File: src/rtl/wishbone_master_ctl.sv
// ============================================================================
// Module   : wishbone_master_ctl
// Brief    : Wishbone classic single-access initiator with bus watchdog.
//            Converts one host valid/ready command into one read or write cycle.
//            Returns read data and status on a valid/ready response channel.
// Revision : 1.0 - initial release
// ============================================================================
`default_nettype none

module wishbone_master_ctl #(
    parameter int TIMEOUT_CYCLES = 255
) (
    input  logic        wb_clk_i,
    input  logic        wb_rst_n_i,
    // host command channel
    input  logic        cmd_valid_i,
    output logic        cmd_ready_o,
    input  logic        cmd_we_i,
    input  logic [31:0] cmd_adr_i,
    input  logic [31:0] cmd_dat_i,
    input  logic [3:0]  cmd_sel_i,
    // host response channel
    output logic        rsp_valid_o,
    input  logic        rsp_ready_i,
    output logic [31:0] rsp_dat_o,
    output logic        rsp_err_o,
    // wishbone initiator port
    output logic        wbm_cyc_o,
    output logic        wbm_stb_o,
    output logic        wbm_we_o,
    output logic [3:0]  wbm_sel_o,
    output logic [31:0] wbm_adr_o,
    output logic [31:0] wbm_dat_o,
    input  logic [31:0] wbm_dat_i,
    input  logic        wbm_ack_i,
    input  logic        wbm_err_i
);

    localparam int TO_W      = (TIMEOUT_CYCLES > 0) ? $clog2(TIMEOUT_CYCLES + 1) : 1;
    localparam int c_TO_LAST = (TIMEOUT_CYCLES > 0) ? TIMEOUT_CYCLES - 1 : 0;

    // One-hot so that ready/cyc/valid are taken straight from flop outputs.
    typedef enum logic [2:0] {
        S_IDLE = 3'b001,
        S_BUS  = 3'b010,
        S_RESP = 3'b100
    } state_t;

    state_t            r_state;
    state_t            w_state_nxt;
    logic              r_we;
    logic [31:0]       r_adr;
    logic [31:0]       r_dat;
    logic [3:0]        r_sel;
    logic [31:0]       r_rsp_dat;
    logic              r_rsp_err;
    logic [TO_W-1:0]   r_cnt;
    logic              w_timeout;

    assign w_timeout = (TIMEOUT_CYCLES != 0) && (r_cnt == TO_W'(c_TO_LAST));

    always_ff @(posedge wb_clk_i or negedge wb_rst_n_i) begin
        if (!wb_rst_n_i) begin
            r_state <= S_IDLE;
        end else begin
            r_state <= w_state_nxt;
        end
    end

    always_comb begin
        w_state_nxt = r_state;
        case (r_state)
            S_IDLE:  if (cmd_valid_i) w_state_nxt = S_BUS;
            S_BUS:   if (wbm_ack_i || wbm_err_i || w_timeout) w_state_nxt = S_RESP;
            S_RESP:  if (rsp_ready_i) w_state_nxt = S_IDLE;
            default: w_state_nxt = S_IDLE;
        endcase
    end

    // Request fields, response capture and watchdog counter.
    always_ff @(posedge wb_clk_i or negedge wb_rst_n_i) begin
        if (!wb_rst_n_i) begin
            r_we      <= 1'b0;
            r_adr     <= '0;
            r_dat     <= '0;
            r_sel     <= '0;
            r_rsp_dat <= '0;
            r_rsp_err <= 1'b0;
            r_cnt     <= '0;
        end else begin
            case (r_state)
                S_IDLE: begin
                    if (cmd_valid_i) begin
                        r_we  <= cmd_we_i;
                        r_adr <= cmd_adr_i;
                        r_dat <= cmd_dat_i;
                        r_sel <= cmd_sel_i;
                        r_cnt <= '0;
                    end
                end
                S_BUS: begin
                    if (r_cnt != '1) begin
                        r_cnt <= r_cnt + TO_W'(1);
                    end
                    // ack wins over err, err wins over the watchdog
                    if (wbm_ack_i) begin
                        r_rsp_dat <= r_we ? 32'h0 : wbm_dat_i;
                        r_rsp_err <= 1'b0;
                    end else if (wbm_err_i || w_timeout) begin
                        r_rsp_dat <= 32'h0;
                        r_rsp_err <= 1'b1;
                    end
                end
                default: ;
            endcase
        end
    end

    assign cmd_ready_o = r_state[0];
    assign wbm_cyc_o   = r_state[1];
    assign wbm_stb_o   = r_state[1];
    assign rsp_valid_o = r_state[2];
    assign rsp_dat_o   = r_rsp_dat;
    assign rsp_err_o   = r_rsp_err;
    assign wbm_we_o    = r_we;
    assign wbm_adr_o   = r_adr;
    assign wbm_dat_o   = r_dat;
    assign wbm_sel_o   = r_sel;

endmodule

`default_nettype wire
File: config.mk
export PLATFORM = sky130hd
export DESIGN_NAME = wishbone_master_ctl
export DESIGN_NICKNAME = d
export VERILOG_FILES = /design/src/rtl/wishbone_master_ctl.sv
export SDC_FILE = /design/constraint.sdc
export NUM_CORES = 1
export LEC_CHECK = 0
export CAP_MARGIN = 20
export CORE_MARGIN = 2
export CORE_UTILIZATION = 45
export DETAILED_ROUTE_END_ITERATION = 6
export GPL_TIMING_DRIVEN = 0
export PLACE_DENSITY_LB_ADDON = 0.08
export SLEW_MARGIN = 30
export SYNTH_ARGS = -nofsm -noshare
export SYNTH_HDL_FRONTEND = slang
export SYNTH_SLANG_ARGS = --single-unit
File: constraint.sdc
create_clock -name wb_clk_i -period 4.2 [get_ports wb_clk_i]
set_clock_uncertainty 0.15 [all_clocks]
set_input_delay 0.42 -clock wb_clk_i [delete_from_list [all_inputs] [get_ports wb_clk_i]]
set_output_delay 0.42 -clock wb_clk_i [all_outputs]
set_load 0.05 [all_outputs]
==> run_results.csv <==
group,metric,value,unit
worst_setup_path,crit_type,"reg2out",
clock_tree,clockBufferDepth,2,
yosys,yosys_warnings,0,
worst_setup_path,r2r_start,"r_cnt[0]",
worst_setup_path,cp_cell_sequence,"clkdlybuf4s50_1",
routing,wire_per_inst,14.3,um
yosys,synth_xor_area_frac,0.00373,
clock_tree,cts_root_buf,"clkbuf_8",
status,status,"complete, no violations",
worst_setup_path,endpoint_kind,"primary output",
yosys,ys_types,34,
worst_setup_path,r2r_slack,2.40,ns
min_path,min_from,"wbm_ack_i",
clock_tree,clk_pin_slew,0.05,ns
power_and_ir_drop,power.density,931,nW/um2
sta,fin_tns_setup,0,ns
die,die_w,106,um
die,ios,213,
yosys,avgSynthCellArea,9.27,um2
worst_setup_path,startpoint,"r_state[0]",
final_layout,final_common_cell,"nand2_1",
final_layout,syn_to_final_growth,62.8,%
worst_setup_path,start_kind,"flip-flop",
placement,dpl.cell_count,854,
power_and_ir_drop,power.leakage,3.56,nW
clock_tree,clk_latency,0.51,ns
power_and_ir_drop,max-vdd-ir-drop,0.486,mV
final_layout,layout.cells.non_filler,887,
worst_setup_path,cp_num_buf_inv,1,
yosys,synth_top_family_by_area,"simple AND/OR/NAND/NOR gates",
yosys,netlist_area,4690,um2
yosys,synth_area_leaders,"dfrtp_1 60%, nand2_1 17%, nand4b_1 6.0%",
die,core_area,10200,um2
yosys,synthSimpleGateAreaFrac,0.262,
sta,setup_violations,0,
die,initial_utilization,0.458,
clock_tree,cts-htree-levels,4,
routing,drcViolationCount,0,
final_layout,layout_common_cells,"211 x nand2_1, 210 x clkdlybuf4s50_1, 112 x dfrtp_1",
placement,hpwlAfterDp,9070,um
yosys,muxShareOfSynthArea,0.00453,
clock_tree,postCtsSetupRepairBufs,0,
die,die_area,11300,um2
routing,first_pass_iters,6,
routing,routed_via_density,4.84,
power_and_ir_drop,power.total,7.11,mW
global_route,grt_max_degree,76,
min_path,min_to,"rsp_dat_o[30]",
worst_setup_path,path_delay_family,"buffers and inverters",
clock_tree,clock_sinks,113,
die,dieHeight,106,um
worst_setup_path,crit_slowest_cell,"clkdlybuf4s50_1",
sta,hold_violations,0,
sta,drv_slew,0,
global_route,grt_pass1_vias,4379,
worst_setup_path,ff2ff_path_depth,7,
global_route,grt.overflow.total,0,
yosys,synthCells,506,
yosys,synth_fa_ha_area_frac,0.00533,
final_layout,fin_nets,847,
clock_tree,cts_tree,"done",
yosys,synth-compound-area-share,0.0571,
global_route,antenna_found_initial,0,
yosys,ys_seq_area_frac,0.603,
yosys,yosysTopAreaCellShare,0.597,
job,drv_cap,0,
global_route,grtUsageTotal,0.236,
clock_tree,cts-hold-fix-buffers,1,
min_path,min_path_cells,3,
routing,ant_nets,0,
min_path,hold_path.class,"in2reg",
worst_setup_path,cp_max_fo,8,
sta,worst_pin_slew,0.549,ns
routing,routed_wl,12600,um
sta,fin_crit,2.54,ns
sta,whs,0.177,ns
worst_setup_path,cp.arrival,1.97,ns
clock_tree,ctsResizeCount,0,
final_layout,n_antenna_cell,0,
sta,maxSlewHeadroom,0.633,
yosys,yosys.area.top_type,"dfrtp_1",
routing,vias,4291,
worst_setup_path,worstPathRequired,3.63,ns
placement,port_buffers,211,
die,fp-row-count,37,
yosys,syn-num-nets,615,
worst_setup_path,cpPeakStageDelay,0.85,ns
sta,max_freq,0.394,GHz
sta,period_share,0.605,
placement,routabilityCongestion,0.747,
worst_setup_path,worstReg2RegEnd,"rsp_dat_o[7]",
clock_tree,numCtsBuffers,17,
yosys,synth-seq-cells,113,
sta,rsz0062_at_grt,"false",
routing,detail_route.iter0.violations,183,
global_route,grt_pass1_wl,20800,um
final_layout,drive_above_1_share,0.0759,
-- flip-flops by register name, indices dropped and copies added (netlist names) --
signal and count:
rsp_dat_o 32, rsp_err_o 1, wbm_dat_o 32, r_cnt 8, wbm_sel_o 4, wbm_adr_o 32, wbm_we_o 1, r_state 3
-- synthesized netlist by cell type --
master	instances
nand2_1	211
dfrtp_1	112
inv_1	36
o21ai_0	36
nand4b_1	32
buf_2	17
nand3_1	11
clkbuf_1	9
a21oi_1	5
nor2_1	4
buf_4	3
o21ai_1	3
and3_1	2
buf_6	2
ha_1	2
nand4_1	2
o21a_1	2
a21o_1	1
and2_1	1
buf_1	1
dfstp_2	1
mux2_1	1
mux2i_1	1
nand2b_1	1
nand3b_1	1
nor2b_1	1
nor3_1	1
nor3b_4	1
nor4bb_1	1
o21ai_2	1
o221ai_1	1
o31ai_1	1
xnor2_1	1
xor2_1	1
-- routing by layer --
metal	GRT usage	vias up	wire length, um
met1	0.287	2042	5390
met2	0.393	146	6170
li1	-	2084	-
met3	0.0779	19	865
met4	0.0836	0	216
met5	0	-	0
-- cells by family after synthesis --
family	count (synthesis)
simple gates	269
flops	113
buf+inv	68
compound gates	50
xor+xnor	2
mux	2
fa+ha+maj	2
-- layout make-up --
class                   count  area (um2)
repair buffers            213        2150
fillers                   753        2600
flip-flops and latches    113        2830
multi-input cells         325        1560
well taps                 136         170
clock buffers              22         463
plain buffers              32         168
clock inverters            10         156
inverters                  36         135
-- worst max-delay path by stage --
stage / slack (ns) / cells after the start / end
floorplan: 2.35 / 4 / r_cnt[5]
global placement: -1.77 / 1 / wbm_dat_o[15]
detailed placement: 2.12 / 7 / wbm_dat_o[29]
CTS: 1.63 / 1 / cmd_ready_o
global route: 1.59 / 1 / cmd_ready_o
finish: 1.66 / 1 / cmd_ready_o
-- where the power goes --
| part | leakage [nW] | internal, mW | switching (mW) |
|---|---|---|---|
| clock | 0.305 | 1.01 | 0.474 |
| combinational | 1.82 | 1.23 | 2.52 |
| sequential | 1.43 | 1.58 | 0.290 |
| total | 3.56 | 3.82 | 3.29 |
-- stage by stage --
step	worst slack, ns	util	cell area (um2)
after detailed placement	2.12	0.685	7010
after global routing	1.59	0.746	7630
after CTS	1.63	0.746	7630
after global placement	-1.77	0.682	6970
final	1.66	0.746	7630
after floorplan	2.35	-	4690
No activity file was read; power rests on OpenSTA's default activity.
